<file path="config.mk">
export PLATFORM = sky130hd
export DESIGN_NAME = bin_to_excess3_seq_flat
export DESIGN_NICKNAME = d
export VERILOG_FILES = /design/src/rtl/bin_to_excess3_seq_pkg.sv /design/src/rtl/bin_to_excess3_seq_if.sv /design/src/rtl/bin_to_excess3_seq_adj.sv /design/src/rtl/bin_to_excess3_seq.sv /design/src/flat_wrapper.sv
export SDC_FILE = /design/constraint.sdc
export NUM_CORES = 1
export LEC_CHECK = 0
export CORE_ASPECT_RATIO = 0.75
export CORE_MARGIN = 2
export CORE_UTILIZATION = 55
export DETAILED_ROUTE_END_ITERATION = 10
export GPL_ROUTABILITY_DRIVEN = 1
export MAX_ROUTING_LAYER = met4
export PLACE_DENSITY = 0.82
export SYNTH_ARGS = -nofsm -noshare
export SYNTH_HDL_FRONTEND = slang
export SYNTH_SLANG_ARGS = --single-unit
</file>
<file path="constraint.sdc">
create_clock -name clk -period 2.46 [get_ports clk]
set_input_delay 0.369 -clock clk [delete_from_list [all_inputs] [get_ports clk]]
set_output_delay 0.369 -clock clk [all_outputs]
set_load 0.02 [all_outputs]
</file>
<file path="src/rtl/bin_to_excess3_seq_pkg.sv">
// Shared types and constants for the binary-to-excess-3 encoder.
// max_digits() gives the decimal digits needed to hold 2^bin_w, which sizes the BCD register.
package xs3_pkg;

    typedef enum logic [1:0] {
        IDLE,
        SHIFT,
        DONE
    } state_e;

    localparam logic [3:0] XS3_BIAS  = 4'd3;
    localparam logic [3:0] DD_THRESH = 4'd5;

    // 2^bin_w itself is never a power of ten, so counting its digits gives the
    // smallest D with 10^D > 2^bin_w.
    function automatic int max_digits(input int bin_w);
        longint unsigned val;
        int digits;
        val    = 64'd1 << bin_w;
        digits = 1;
        while (val >= 64'd10) begin
            val    = val / 64'd10;
            digits = digits + 1;
        end
        return digits;
    endfunction

endpackage

</file>
<file path="src/rtl/bin_to_excess3_seq_if.sv">
// Handshake bundle for the excess-3 encoder: input word channel and result channel.
interface bin_to_excess3_seq_if #(
    parameter int BIN_W  = 8,
    parameter int DIGITS = 3
);
    logic                  in_valid;
    logic                  in_ready;
    logic [BIN_W-1:0]      bin_in;
    logic                  out_valid;
    logic                  out_ready;
    logic [4*DIGITS-1:0]   xs3_out;

    modport master (
        output in_valid, bin_in, out_ready,
        input  in_ready, out_valid, xs3_out
    );

    modport slave (
        input  in_valid, bin_in, out_ready,
        output in_ready, out_valid, xs3_out
    );
endinterface

</file>
<file path="src/rtl/bin_to_excess3_seq_adj.sv">
// Double-dabble digit correction: a BCD digit of 5 or more gets +3 before the shift.
module bcd_digit_adj
    import xs3_pkg::*;
(
    input  logic [3:0] digit_i,
    output logic [3:0] digit_o
);

    assign digit_o = (digit_i >= DD_THRESH) ? (digit_i + 4'd3) : digit_i;

endmodule

</file>
<file path="src/rtl/bin_to_excess3_seq.sv">
// Iterative binary-to-excess-3 encoder: one double-dabble step per cycle, then a +3 bias per digit.
module bin_to_excess3_seq
    import xs3_pkg::*;
#(
    parameter int BIN_W  = 8,
    parameter int DIGITS = 3
) (
    input  logic                 clk,
    input  logic                 rst_n,
    bin_to_excess3_seq_if.slave  bus
);

    localparam int CNT_W = $clog2(BIN_W + 1);
    localparam int BCD_W = 4 * DIGITS;

    if (BIN_W < 1 || DIGITS < max_digits(BIN_W)) begin : g_param_err
        $error("bin_to_excess3_seq: need BIN_W >= 1 and 10^DIGITS > 2^BIN_W");
    end

    state_e             state_q;
    logic [BIN_W-1:0]   bin_q;
    logic [BCD_W-1:0]   bcd_q;
    logic [CNT_W-1:0]   cnt_q;
    logic [BCD_W-1:0]   xs3_q;
    logic               in_ready_q;
    logic               out_valid_q;

    logic [BCD_W-1:0]   adj_d;
    logic [BCD_W-1:0]   bcd_shift_d;
    logic [BIN_W-1:0]   bin_shift_d;
    logic [BCD_W-1:0]   xs3_d;

    for (genvar k = 0; k < DIGITS; k++) begin : g_adj
        bcd_digit_adj u_adj (
            .digit_i (bcd_q[4*k +: 4]),
            .digit_o (adj_d[4*k +: 4])
        );
    end

    // The top bit of the adjusted BCD falls off the end; it can never be set for legal digits.
    assign {bcd_shift_d, bin_shift_d} = {adj_d, bin_q} << 1;

    always_comb begin
        xs3_d = '0;
        for (int k = 0; k < DIGITS; k++) begin
            xs3_d[4*k +: 4] = bcd_shift_d[4*k +: 4] + XS3_BIAS;
        end
    end

    // in_ready/out_valid are registered alongside the state so no input reaches an output combinationally.
    always_ff @(posedge clk or negedge rst_n) begin
        if (!rst_n) begin
            state_q     <= IDLE;
            bin_q       <= '0;
            bcd_q       <= '0;
            cnt_q       <= '0;
            xs3_q       <= '0;
            in_ready_q  <= 1'b0;
            out_valid_q <= 1'b0;
        end else begin
            case (state_q)
                IDLE: begin
                    in_ready_q <= 1'b1;
                    if (bus.in_valid && in_ready_q) begin
                        bin_q      <= bus.bin_in;
                        bcd_q      <= '0;
                        cnt_q      <= CNT_W'(BIN_W);
                        in_ready_q <= 1'b0;
                        state_q    <= SHIFT;
                    end
                end
                SHIFT: begin
                    bin_q <= bin_shift_d;
                    bcd_q <= bcd_shift_d;
                    cnt_q <= cnt_q - CNT_W'(1);
                    if (cnt_q == CNT_W'(1)) begin
                        xs3_q       <= xs3_d;
                        out_valid_q <= 1'b1;
                        state_q     <= DONE;
                    end
                end
                DONE: begin
                    if (bus.out_ready) begin
                        out_valid_q <= 1'b0;
                        in_ready_q  <= 1'b1;
                        state_q     <= IDLE;
                    end
                end
                default: begin
                    state_q     <= IDLE;
                    in_ready_q  <= 1'b0;
                    out_valid_q <= 1'b0;
                end
            endcase
        end
    end

    assign bus.in_ready  = in_ready_q;
    assign bus.out_valid = out_valid_q;
    assign bus.xs3_out   = xs3_q;

endmodule

</file>
<file path="src/flat_wrapper.sv">
// flat-port wrapper written by rule: the top's interface ports become plain ports
module bin_to_excess3_seq_flat import xs3_pkg::*;
#(
    parameter int BIN_W  = 8,
    parameter int DIGITS = 3
)
  (clk, rst_n, bus_in_valid, bus_bin_in, bus_out_ready, bus_in_ready, bus_out_valid, bus_xs3_out);
  bin_to_excess3_seq_if #(.BIN_W(BIN_W), .DIGITS(DIGITS)) bus_i ();
  input  logic clk;
  input  logic rst_n;
  input wire logic [$bits(bus_i.in_valid)-1:0] bus_in_valid;
  input wire logic [$bits(bus_i.bin_in)-1:0] bus_bin_in;
  input wire logic [$bits(bus_i.out_ready)-1:0] bus_out_ready;
  output wire logic [$bits(bus_i.in_ready)-1:0] bus_in_ready;
  output wire logic [$bits(bus_i.out_valid)-1:0] bus_out_valid;
  output wire logic [$bits(bus_i.xs3_out)-1:0] bus_xs3_out;
  assign bus_i.in_valid = bus_in_valid;
  assign bus_i.bin_in = bus_bin_in;
  assign bus_i.out_ready = bus_out_ready;
  assign bus_in_ready = bus_i.in_ready;
  assign bus_out_valid = bus_i.out_valid;
  assign bus_xs3_out = bus_i.xs3_out;
  bin_to_excess3_seq #(.BIN_W(BIN_W), .DIGITS(DIGITS)) u_core (.clk(clk), .rst_n(rst_n), .bus(bus_i));
endmodule
</file>
==> metrics <==
die area 0.004291 mm²; Root Buffer Master clkbuf_8; class of the worst hold path primary input to asynchronous set/reset pin; Initial Utilization 57.14%; PD cells 1372 mW/mm²; Clock transition at path regs 0.07 ns; DP Area 0.002357 mm²; cell with the most instances after synthesis dfrtp_1; synth top area cells dfrtp_1 48%, o21ai_0 6.7%, nand2_1 6.7%; setup slack after layout 0.5256 ns; ANT cells 0; Async S/R FF share, synth 100.0%; slowest stage delay, CP 0.42 ns; clock skew 0.006229 ns; PortBufs 25; Sum Neg Setup Slack 0 ns; Syn-to-layout area delta 18.06%; TritonCTS Buffers 5; final hold viol count 0; crit-path leading delay family simple AND/OR/NAND/NOR gates; vias in the first global route 1346; Mapped Nets 239; relative slew slack 42.90%; crit path capture type register; Antenna Nets Post-Route 0; Overall Power 3366 µW; Critical Path Start u_core.bcd_q[4]; post-layout min period 1.934 ns; max_cap viols 0; CTS HTree Levels 2; Setup crit start kind register; switch share 41.36%; IO Pins 26; # Post-CTS Setup Buffers 0; hold buffer count at cts 0; unrepaired setup endpoints after global routing false; Synth Cell Area 0.002078 mm²; initial DRC count 117; DP Wirelength 2696 µm; CTS tree built; clock latency on the worst-skew pair 0.29 ns; maximum VDD drop 904.3 µV; sequential area share after synthesis 48.16%; share of layout cells above drive strength 1 6.667%; first-pass GRT wire length 6354 µm; Hold Slack 0.1806 ns; yosys warns 0; CP Buf/Inv Count 1; status complete, no violations; Max Slew Vio Count 0; 1st-pass router iterations 4; Die X 74.98 µm; critical-path maximum fanout 5; Gate power share 50.4%; pre-CTS WS 0.5240 ns; Sw Pwr 1392 µW; final wirelength 3716 µm; CTS resizes 0; crit path DAT 2.15 ns; most used cell, CP ha_1; die height 57.24 µm; Final setup viols 0; cell with the largest stage delay on the worst path dfrtp_1; CP Class register to register; clk sinks 40; post-synth cell types 43; largest area contributor in the netlist dfrtp_1; post-synthesis cell count 217; Cell Chain, Critical Path inv_1, ha_1, nand2b_1, or3b_1, and2_1, ha_1, xor2_1, o21ai_0; site row count 19; GRT Total Usage 20.50%; share of the synthesized area in the top cell type 48.16%; Core Box Area 0.003637 mm²; clk buf depth 2; Tcrit/Tclk final 78.63%; most common library cells after synthesis 40 x dfrtp_1, 37 x nand2_1, 28 x o21ai_0, 12 x inv_1; DR vias/cell 5.322; design area 0.002454 mm²; worst reg2reg startpoint u_core.bcd_q[4]; Mean Syn Cell Area 9.577 µm²; Remaining DRCs 0; Worst EP required 2.68 ns; GPL Wtd Cong 0.9445; Fmax 0.5170 GHz; wire per inst 12.73 µm; EDFF count, synth 0; sequential share of power 35.7%; cell internal pwr 1974 µW; Worst-Margin Slew 0.8565 ns; flops & latches, synth 40; leakage power 0.001110 µW; fin nets 262; initial antenna violation count 0; GRT Residual Overflow 0; Via Count 1554; top_reg_cell synth dfrtp_1; power share of the clock group 13.9%; largest net degree at the start of global routing 41
-- kinds of logic (layout without fill, tap and decap cells) --
group | after synthesis | count (layout) | synth area share [%]
compound gates | 60 | 60 | 17.76
xor+xnor | 6 | 6 | 2.529
fa+ha+maj | 10 | 10 | 6.020
buf+inv | 24 | 47 | 4.756
flops | 40 | 40 | 48.16
mux | 12 | 12 | 5.900
simple gates | 65 | 65 | 14.87
-- power groups by stage --
stage | clock network, µW | registers (µW) | logic [µW]
final | 468 | 1200 | 1700
after global routing | 506 | 1250 | 1930
after CTS | 478 | 1200 | 1720
after detailed placement | 0 | 1210 | 1710
after global placement | 0 | 1190 | 1660
after floorplan | 0 | 1250 | 1150
-- state kept, by name, indices dropped and copies added (netlist names) --
name	flops
u_core.bcd_q	12
u_core.bin_q	8
u_core.bus.in_ready	1
u_core.bus.out_valid	1
u_core.bus.xs3_out	12
u_core.cnt_q	4
u_core.state_q	2
-- per-stage QoR --
stage               cells  util, %
floorplan             217        -
global placement      285    64.81
detailed placement    285    64.81
CTS                   292    67.46
global route          292    67.46
finish                292    67.46
-- layout make-up --
class                           count  area (µm²)
Clock buffer                        7       96.34
Fill cell                         313        1184
Inverter                           12       45.04
Multi-Input combinational cell    153       978.4
Sequential cell                    40        1001
Tap cell                           52       65.06
Timing Repair Buffer               28       267.8
-- metal layers --
layer / vias to the layer above / GRT usage (%) / wire length (µm) / share of wire, %
met1: 725 / 29.34 / 1886 / 51
li1: 793 / - / - / -
met5: - / - / 0 / 0
met4: 0 / 4.592 / 34 / 0.91
met3: 5 / 6.890 / 140 / 3.8
met2: 31 / 28.45 / 1655 / 45
-- worst paths after layout --
check                                         end  slack (ns)  cells after the start
setup / recovery           u_core.bus.xs3_out[10]        0.53                      8
hold / removal              u_core.bus.xs3_out[3]        0.18                      1
setup reg to reg           u_core.bus.xs3_out[10]        0.53                      8
hold reg to reg             u_core.bus.xs3_out[9]        0.48                      2
max in group asynchronous       u_core.state_q[0]        1.74                      1
min in group clk            u_core.bus.xs3_out[9]        0.48                      2
-- cell usage in the layout (no fill, tap or decap), drive strengths merged, types with 7 or more instances in the layout --
cell           count
inv               12
clkbuf             7
o21ai             30
ha                10
dfrtp             40
mux2i             10
nand2             37
a21oi             10
clkdlybuf4s50     24
Power figures use the tool's default switching activity.
==> variant 1 (same settings) <==
`DIGITS` is set to 3 in 3 places; all go to 6.
--- a/src/rtl/bin_to_excess3_seq_if.sv
+++ b/src/rtl/bin_to_excess3_seq_if.sv
@@ -2,5 +2,5 @@
 interface bin_to_excess3_seq_if #(
     parameter int BIN_W  = 8,
-    parameter int DIGITS = 3
+    parameter int DIGITS = 6
 );
     logic                  in_valid;
--- a/src/rtl/bin_to_excess3_seq.sv
+++ b/src/rtl/bin_to_excess3_seq.sv
@@ -4,5 +4,5 @@
 #(
     parameter int BIN_W  = 8,
-    parameter int DIGITS = 3
+    parameter int DIGITS = 6
 ) (
     input  logic                 clk,
--- a/src/flat_wrapper.sv
+++ b/src/flat_wrapper.sv
@@ -3,5 +3,5 @@
 #(
     parameter int BIN_W  = 8,
-    parameter int DIGITS = 3
+    parameter int DIGITS = 6
 )
   (clk, rst_n, bus_in_valid, bus_bin_in, bus_out_ready, bus_in_ready, bus_out_valid, bus_xs3_out);
Ports: changed (resized bus_xs3_out); port bits go from 26 to 38. The function was not compared with the original's and may differ.
==> variant 1 against the unedited design <==
Sequential cell count rose by 24; total power rose by 75%; cell area rose by 66%; critical path type unchanged; area after synthesis rose by 62%; highest routed layer unchanged; combinational power rose by 72%; clock power rose by 130%; setup slack got worse by 0.032 ns; wire length rose by 88%; largest cell class unchanged; the run now ends with hold timing left; synthesized cell count rose by 64%.
==> variant 1: results (changes against the unedited design) <==
stage	metric	value	unit	change
yosys	most frequent cells after synthesis	64 x dfrtp_1, 63 x nand2_1, 46 x o21ai_0		
final_layout	fraction of area in multi-input gates	39.3	%	-0.54 points
timing	Worst Skew	0.00625	ns	+0.0000250 ns
grt	first-pass GRT wire length	11.8	mm	+85%
outcome	status	finished, violations left		
yosys	Post-Synth Adder-Cell Area	7.04	%	+1.0 points
timing	Hold Vio Cnt, Final	1		+1
final_layout	fillcell total	454		+45%
grt	met1 Track Usage GR	31.5	%	+2.1 points
final_layout	Seq Cell Count	64		+60%
detailed_routing	Met2 Wirelength	3.14	mm	+90%
placement	DP Worst Slack	0.526	ns	+0.00233 ns
grt	met3 usage	7.78	%	+0.89 points
detailed_routing	met3 wire len	361	um	+160%
critical_path	CP max stage delay	0.47	ns	+0.05 ns
timing	Hold Slack	-0.000386	ns	-0.181 ns
power	Int Pwr	0.00344	W	+74%
final_layout	Non-clock buffering overhead	10.8	%	-0.14 points
placement	DP HPWL	4.75	mm	+76%
timing	Max-slew headroom	48.6	%	+5.7 points
placement	placed cell count	462		+62%
grt	pin count of the biggest net entering global routing	65		+59%
detailed_routing	wire per inst	14.6	um	+15%
final_layout	Non-Clock Buffer Count	45		+61%
cts	CTS buffer count	9		+4
yosys	Seq/Total Area, Yosys	47.4	%	-0.74 points
yosys	Synth Area in Compound Gates	18.8	%	+1.1 points
critical_path	Crit-path slowest cell	or4_1		
grt	Total Routing Usage GR	23.3	%	+2.8 points
outcome	failing checks	hold timing		
final_layout	inverters	25		+13
-- variant 1: worst paths after layout --
check / startpoint / endpoint / slack [ns] / cells after the start
max in group asynchronous: rst_n / u_core.bus.xs3_out[3]$_DFFE_PN0P_ / 2.15 / 2
max: u_core.cnt_q[1]$_DFFE_PN0P_ / u_core.bus.xs3_out[11]$_DFFE_PN0P_ / 0.49 / 7
min: rst_n / u_core.bus.xs3_out[7]$_DFFE_PN0P_ / -0.0004 / 2
max reg2reg: u_core.cnt_q[1]$_DFFE_PN0P_ / u_core.bus.xs3_out[11]$_DFFE_PN0P_ / 0.49 / 7
min reg2reg: u_core.bin_q[1]$_DFFE_PN0P_ / u_core.bin_q[2]$_DFFE_PN0P_ / 0.47 / 2
min in group clk: u_core.bin_q[1]$_DFFE_PN0P_ / u_core.bin_q[2]$_DFFE_PN0P_ / 0.47 / 2
==> variant 2 (same flow settings) <==
Made on the original files. Re-encode `state_e` (3 states) as one-hot, 3 bits wide.
--- a/src/rtl/bin_to_excess3_seq_pkg.sv
+++ b/src/rtl/bin_to_excess3_seq_pkg.sv
@@ -3,8 +3,8 @@
 package xs3_pkg;
 
-    typedef enum logic [1:0] {
-        IDLE,
-        SHIFT,
-        DONE
+    typedef enum logic [2:0] {
+        IDLE  = 3'b001,
+        SHIFT = 3'b010,
+        DONE  = 3'b100
     } state_e;
 
Check against the original RTL: same outputs for any inputs over 10 cycles, from zero or initial values and one cycle with rst_n low; not proved beyond that.
==> variant 2 against the unedited design <==
Area after synthesis grew 6.3%; final cell count rose by 9.2%; wire length is 17% higher; first-iteration DRC count is 36% higher; sequential cell count rose by 1; die area rose by 5.9%; cell area rose by 4.9%; global-route usage is 1.8 points higher; setup slack got worse by 0.070 ns; largest cell class is now multi-input gates.
Power is not compared: it rests on default switching activity, and its combinational part moved more than twofold at a synthesized area within 25%.
==> variant 2: results (changes against the unedited design) <==
stage	metric	value	unit	change
yosys	Post-Synth Adder-Cell Area	5.67	%	-0.35 points
timing	Hold Slack	0.175	ns	-0.00519 ns
final_layout	Non-Clock Buffer Count	27		-3.6%
critical_path	Worst Path Arrival	2.19	ns	+0.04 ns
final_layout	Non-clock buffering overhead	10.1	%	-0.80 points
grt	pin count of the biggest net entering global routing	42		+2.4%
critical_path	Crit. End Element	register		
final_layout	layout cells sized above 1	8.61	%	+1.9 points
detailed_routing	WL final	4.34	mm	+17%
final_layout	Reg area	1030	sq um	+2.6%
cts	worst-skew pair later-pin latency	0.30	ns	
detailed_routing	vias per inst	5.60		+5.3%
critical_path	top cell family by delay on the critical path	simple AND/OR/NAND/NOR gates		
power	Power Total	0.00222	W	
yosys	Mapped Nets	263		+10%
final_layout	fraction of area in multi-input gates	42.6	%	+2.8 points
final_layout	fillcell total	323		+3.2%
timing	Max-slew headroom	41.0	%	-1.9 points
critical_path	Crit Path Max Fanout	7		+2
final_layout	Seq Cell Count	41		+2.5%
final_layout	#MultiIn Comb	181		+18%
yosys	XOR/XNOR Fraction of Synth Area	2.38	%	-0.15 points
placement	Placed Instance Area	2490	sq um	+5.5%
grt	first-pass GRT wire length	7.52	mm	+18%
final_layout	inverters	10		-2
final_layout	# clk buffers	5		-2
grt	Total Routing Usage GR	22.3	%	+1.8 points
timing	Worst Skew	0.00563	ns	-0.000601 ns
final_layout	P&R area growth vs syn	16.5	%	
placement	DP HPWL	2.98	mm	+10%
yosys	Synth Area in Compound Gates	17.9	%	+0.14 points
yosys	most frequent cells after synthesis	48 x nand2_1, 40 x dfrtp_1, 31 x o21ai_0		
critical_path	R2R setup slack	0.46	ns	-0.07 ns
critical_path	CP max stage delay	0.46	ns	+0.04 ns
outcome	status	finished clean		
yosys	post-synthesis mux area share	4.48	%	-1.4 points
final_layout	ClkCell Share	3.35	%	-0.57 points
detailed_routing	DR iter-0 viols	159		+36%
grt	vias in the first global route	1637		+22%
yosys	dominant cells by area after synthesis	dfrtp_1 45%, nand2_1 8.2%, o21ai_0 7.0%		
yosys	Seq/Total Area, Yosys	46.5	%	-1.6 points
final_layout	Final #Nets	288		+9.9%
yosys	Distinct cells, synth	39		-9.3%
placement	RD Place Congestion	0.813		-14%
variant 2: cell count changes in the layout (fill, tap and decap cells not counted), moves of 3 or more:
cell and delta:
mux2i_1 -8, o21ai_0 +3, mux2_2 +5, nand2_1 +11
nor2_1 +10, a22o_1 -3, a31oi_1 +8
variant 2: per-stage QoR:
stage	cells	setup slack, ns
2_1_floorplan	241	0.672
3_3_place_gp	311	0.483
3_5_place_dp	311	0.402
4_1_cts	319	0.466
5_1_grt	319	0.323
6_report	319	0.455
variant 2: routing by layer:
| layer | vias to the layer above | share of wire [%] | GRT usage (%) |
|---|---|---|---|
| met2 | 46 | 44 | 33.0 |
| met5 | - | 0 | - |
| li1 | 879 | - | - |
| met3 | 8 | 4.9 | 4.60 |
| met4 | 0 | 1.9 | 10.7 |
| met1 | 854 | 49 | 29.7 |
